--- config.mk ---
export PLATFORM = sky130hd
export DESIGN_NAME = rr_find_first_set
export DESIGN_NICKNAME = d
export VERILOG_FILES = /design/src/rtl/rr_find_first_set_pkg.sv /design/src/rtl/rr_find_first_set_ffs.sv /design/src/rtl/rr_find_first_set.sv
export SDC_FILE = /design/constraint.sdc
export NUM_CORES = 1
export LEC_CHECK = 0
export ABC_AREA = 1
export CAP_MARGIN = 5
export CORE_MARGIN = 4
export CORE_UTILIZATION = 25
export CTS_CLUSTER_DIAMETER = 50
export DETAILED_ROUTE_END_ITERATION = 10
export GPL_TIMING_DRIVEN = 0
export PLACE_DENSITY_LB_ADDON = 0.05
export SLEW_MARGIN = 30
export SYNTH_ARGS = -nofsm -noshare
export SYNTH_HDL_FRONTEND = slang
export SYNTH_SLANG_ARGS = --single-unit
--- constraint.sdc ---
create_clock -name clk -period 1.7 [get_ports clk]
set_clock_uncertainty 0.2 [all_clocks]
set_input_delay 0.51 -clock clk [delete_from_list [all_inputs] [get_ports clk]]
set_output_delay 0.51 -clock clk [all_outputs]
set_load 0.02 [all_outputs]
--- src/rtl/rr_find_first_set_pkg.sv ---
// Shared types for the round-robin find-first-set block.
package rr_find_first_set_pkg;

   typedef enum logic {
      FFS_FIXED = 1'b0,
      FFS_RR    = 1'b1
   } ffs_mode_t;

endpackage

--- src/rtl/rr_find_first_set_ffs.sv ---
// Combinational find-first-set: index of the lowest set bit, or N when none is set.
module find_first_set #(
   parameter int LG_N = 3
) (
   input  logic [(1<<LG_N)-1:0] in,
   output logic [LG_N:0]        y
);

   localparam int unsigned N = 1 << LG_N;

   logic found;

   always_comb begin
      y     = (LG_N+1)'(N);
      found = 1'b0;
      for (int unsigned i = 0; i < N; i++) begin
         if (!found && in[i]) begin
            y     = (LG_N+1)'(i);
            found = 1'b1;
         end
      end
   end

endmodule

--- src/rtl/rr_find_first_set.sv ---
// Registered find-first-set with fixed or rotating priority and a one-entry
// valid/ready output stage.
module rr_find_first_set #(
   parameter int LG_N       = 3,
   parameter bit RR_DEFAULT = 1'b0
) (
   input  logic                 clk,
   input  logic                 reset,
   input  logic                 flush,
   input  logic                 mode_rr,
   input  logic                 in_valid,
   output logic                 in_ready,
   input  logic [(1<<LG_N)-1:0] in,
   output logic                 out_valid,
   input  logic                 out_ready,
   output logic [LG_N:0]        out_y,
   output logic [(1<<LG_N)-1:0] out_onehot,
   output logic [LG_N-1:0]      ptr
);

   import rr_find_first_set_pkg::*;

   localparam int unsigned   N    = 1 << LG_N;
   localparam logic [LG_N:0] NONE = (LG_N+1)'(N);

   logic            valid_q, valid_d;
   logic [LG_N:0]   y_q,     y_d;
   logic [LG_N-1:0] ptr_q,   ptr_d;
   ffs_mode_t       mode_q,  mode_d;

   logic            accept;
   logic [N-1:0]    lo_mask;
   logic [N-1:0]    masked;
   logic [LG_N:0]   y_masked;
   logic [LG_N:0]   y_full;
   logic [LG_N:0]   sel_y;

   assign in_ready = !valid_q || out_ready;
   assign accept   = in_valid && in_ready;

   // Mode bit follows mode_rr on every accept; selection only matters then.
   assign mode_d   = accept ? ffs_mode_t'(mode_rr) : mode_q;

   // Bits at or above the pointer take priority; the full search covers wrap-around.
   assign lo_mask  = {N{1'b1}} << ptr_q;
   assign masked   = in & lo_mask;

   find_first_set #(.LG_N(LG_N)) u_ffs_masked (
      .in (masked),
      .y  (y_masked)
   );

   find_first_set #(.LG_N(LG_N)) u_ffs_full (
      .in (in),
      .y  (y_full)
   );

   always_comb begin
      sel_y = y_full;
      if (mode_d == FFS_RR && masked != '0) begin
         sel_y = y_masked;
      end
   end

   // Flush wins over a same-cycle accept, discarding its pointer update too.
   always_comb begin
      valid_d = valid_q;
      y_d     = y_q;
      ptr_d   = ptr_q;
      if (flush) begin
         valid_d = 1'b0;
      end else if (accept) begin
         valid_d = 1'b1;
         y_d     = sel_y;
         if (mode_d == FFS_RR && in != '0) begin
            ptr_d = sel_y[LG_N-1:0] + LG_N'(1);
         end
      end else if (out_ready) begin
         valid_d = 1'b0;
      end
   end

   always_ff @(posedge clk) begin
      if (reset) begin
         valid_q <= 1'b0;
         y_q     <= NONE;
         ptr_q   <= '0;
         mode_q  <= ffs_mode_t'(RR_DEFAULT);
      end else begin
         valid_q <= valid_d;
         y_q     <= y_d;
         ptr_q   <= ptr_d;
         mode_q  <= mode_d;
      end
   end

   assign out_valid  = valid_q;
   assign out_y      = y_q;
   assign ptr        = ptr_q;
   assign out_onehot = (y_q == NONE) ? '0 : (N'(1) << y_q[LG_N-1:0]);

endmodule

==> results.txt <==
* Status: finished with violations
- Failing checks: setup timing
- Vias per inst: 4.59
- Least setup slack across all paths after layout: -0.0969 ns
- In this run, CTS created clock tree buffers numbering 3.
* Clock Tree Buf Depth: 2
- Summed area of non-filler cells in the final layout: about 0.0014 sq mm
- Portion of synthesized cell area occupied by the leading cell type: 0.240
- From left edge to right edge, the die measures ~63 um.
* Worst IR Drop VDD: 0.000468 V
- Critical R2R Capture: ptr[2]$_SDFFE_PP0P_
* Detailed-placement wirelength estimate: ~1.7 mm
- For this configuration, the core starts out at a cell density of 0.267.
* RSZ-0062 raised after global routing: yes
- Reg2Reg Launch Point: ptr[1]$_SDFFE_PP0P_
* Reg clk slew, reported paths: about 0.06 ns
- Residual DRC count: 0
* Peak fanout along the critical path: 5
- In this run the static leakage power is 0.661 nW.
- Comb pwr share: 0.475
- Post-synthesis area per instance: 6.09 sq um
- Clock tree root buffer cell: sky130_fd_sc_hd__clkbuf_4
- Detailed-route wire length per cell: roughly 11 um
- Fraction of layout instances using a drive strength above 1: 0.648
- The first TritonRoute pass finished after 3 iterations.
- CTS H-tree depth: 1
- The floorplan step set the die height to between 60 and 70 um.
* Boundary pin count: 31
* Initial DRC count: 20
* Pin count of the biggest net entering global routing: 8
* Worst slew margin: 0.825
- The signal on the critical path passes through inv_6 -> buf_6 -> nor3_4 -> buf_6.
* Part of the total power dissipated in the clock network: 0.202
- Sequential share of power: 0.323
* Class of the tightest hold or removal check: reg -> reg
- Worst-case setup slack after placement: -0.870 ns
- The number of antenna violations at the first check in global routing was 0.
- Counting stages on the worst path, the most repeated cell is sky130_fd_sc_hd__buf_6.
- CP peak stage delay: 0.38 ns
- The first global-routing pass estimated 3.92 mm of wire.
* Final number of max-transition violations: 0
- In this run the power density over the cells is 555 mW/mm^2.
* Overall routed net length: between 2 and 2.5 mm
* Startpoint type of the worst setup path: register
* Area of the mapped netlist: 749 sq um
* Vias in the first global route: 964
- Required arrival time at the worst endpoint: between 0.9 and 1 ns
* Endpoint of the worst hold-timing path: ptr[0]$_SDFFE_PP0P_
* Count of antenna diodes in the layout: 0
* Highest attainable clock frequency: 557 MHz
- STA classifies the critical path endpoint as an output port.
- The total overflow left after global routing is 0.
* Area of the placeable core: roughly 0.0028 sq mm
- Cell internal power was estimated by the tool at 0.479 mW.
- Across every metal layer, demand over resource in global routing totals 0.119.
* Shortest period the worst path allows: 1.80 ns
* TritonCTS clock tree: done
- Final count of negative-setup-slack endpoints: 9
- After clock tree synthesis, the flow added hold-fix buffers numbering 0.
- Total Power Consumption: 0.789 mW
- The worst setup path is of the reg -> out kind.
* Hold Violations, Final: 0
- The final route contains 950 vias.
* Internal reg-to-reg setup slack: -0.07 ns
- Yosys cell types: 22
- The worst hold path passes through 2 cells.
- The detail route stage leaves a number of antenna-violating nets equal to 0.
- The floorplan step defined a die boundary enclosing 0.00394 sq mm.
- The clock reaches the later pin of the worst-skew pair after approximately 0.25 ns.
* Worst slew pin tran: roughly 0.26 ns
- After technology mapping, the gate count stands at ~120.
- The number of nets handed over by synthesis was approximately 140.
* IO buf count: 30
* Count of clock tree sinks: 9
- Yosys printed 0 warnings.
* Sequential share of the synthesized area: 0.240
- After the last flow step, the layout net total stands at 191.
- Weighted congestion at the end of routability-driven global placement: 0.793
- Data on the critical path arrives at its endpoint at roughly 1.1 ns.
- The startpoint identified for the worst hold timing path is ptr[0]$_SDFFE_PP0P_.
- Of the total power, the share spent switching nets is 0.393.
- # rows: 19
- Highest-delay cell along the critical path: sky130_fd_sc_hd__dfxtp_4
- Layout overhead on the synthesized area: 89.8%
* Dpl cell area: approximately 0.0012 sq mm
- In this run the power spent charging and discharging nets is 0.310 mW.
- The number of cells on the worst reg-to-reg path is 13.
* Count of fill cells added during filler insertion: 295
* Library cell occupying the most area in the post-synthesis netlist: sky130_fd_sc_hd__dfxtp_1
- Flip-flop and latch count after synthesis: 9
* Number of max-capacitance violations reported: 0
- Final critical-path share of the clock period: 1.06
* Synth top area cells: sky130_fd_sc_hd__dfxtp_1, sky130_fd_sc_hd__nand2_1, sky130_fd_sc_hd__inv_1, sky130_fd_sc_hd__nand2_2, sky130_fd_sc_hd__nor2_1
-- critical path, delay by kind of cell (launching register included) --
kind	cells	cell delay, ns
buffers and inverters	3	0.30
DFF	1	0.38
and+or+nand+nor	1	0.15
-- cells in the mapped netlist (all sizes together) --
cell and count:
a41oi 1, o211ai 1, dfxtp 9, nand4 2, inv 20, a21oi 7, o21ai 8, clkinv 1
nand2 38, nor2 18, nor3 8, a211oi 1, nand3 9
-- flip-flops by register name (all words and copies together), names as in the netlist --
name and count:
ptr 3, out_y 4, mode_q 1, out_valid 1
-- cell families (layout without fill, tap and decap cells) --
logic type,count (synthesis),after routing,synth area share
flip-flops,9,9,0.240
AO/OA/AOI/OAI,18,18,0.157
buffers and inverters,21,74,0.105
AND/OR/NAND/NOR,75,75,0.497
-- per-layer routing --
layer / routed length, um / global-route usage
met5: 0 / 0
met3: 140 / 0.0468
met1: 986 / 0.136
met2: 1170 / 0.210
met4: 0 / 0.0165
-- power groups by stage --
stage / Combinational, mW / Clock, mW / Sequential, mW
after global routing: 0.410 / 0.188 / 0.259
final: 0.375 / 0.159 / 0.255
after detailed placement: 0.297 / 0 / 0.254
after global placement: 0.295 / 0 / 0.254
after CTS: 0.352 / 0.167 / 0.252
after floorplan: 0.171 / 0 / 0.266
-- worst max-delay path by stage --
stage / to / from / cells after the start / slack, ns
floorplan: out_onehot[3] / out_y[0]$_SDFFE_PP0P_ / 2 / -0.13
global placement: in_ready / out_ready / 4 / -0.87
detailed placement: in_ready / out_ready / 4 / -0.87
CTS: out_onehot[6] / out_y[1]$_SDFFE_PP0P_ / 4 / -0.12
global route: ptr[2]$_SDFFE_PP0P_ / ptr[2]$_SDFFE_PP0P_ / 13 / -0.18
finish: out_onehot[6] / out_y[1]$_SDFFE_PP0P_ / 4 / -0.1
-- final cells by class --
class / instances / area [sq um] / area share
Multi-Input combinational cell: 93 / 687 / 0.483
Timing Repair Buffer: 49 / 362 / 0.254
Sequential cell: 9 / 201 / 0.142
Inverter: 21 / 108 / 0.0756
Tap cell: 31 / 38.8 / 0.0273
Clock buffer: 4 / 26.3 / 0.0185
-- placed cells by master, fill, tap and decap left out, drive strengths merged, types with 2 or more instances in the layout --
master	n
clkdlybuf4s15	2
nor2	18
inv	20
o21ai	8
nand2	38
nand3	9
nor3	8
buf	36
nand4	2
a21oi	7
dfxtp	9
clkbuf	9
dlygate4sd2	5
-- repair_timing --
item,4_1_cts,5_1_grt
buffers inserted,18,1
gates resized for setup,133,30
setup endpoints to repair,24,19
pin swaps,25,12
cloned,0,0
-- stage by stage --
step	instances	hold slack, ns	setup TNS (ns)	utilization
after floorplan	123	0.316	-0.722	-
after global placement	184	0.293	-8.25	0.417
after detailed placement	184	0.295	-8.59	0.417
after CTS	206	0.307	-0.434	0.485
after global routing	207	0.353	-1.51	0.507
final	207	0.321	-0.405	0.507
(Power assumes the default switching activity.)
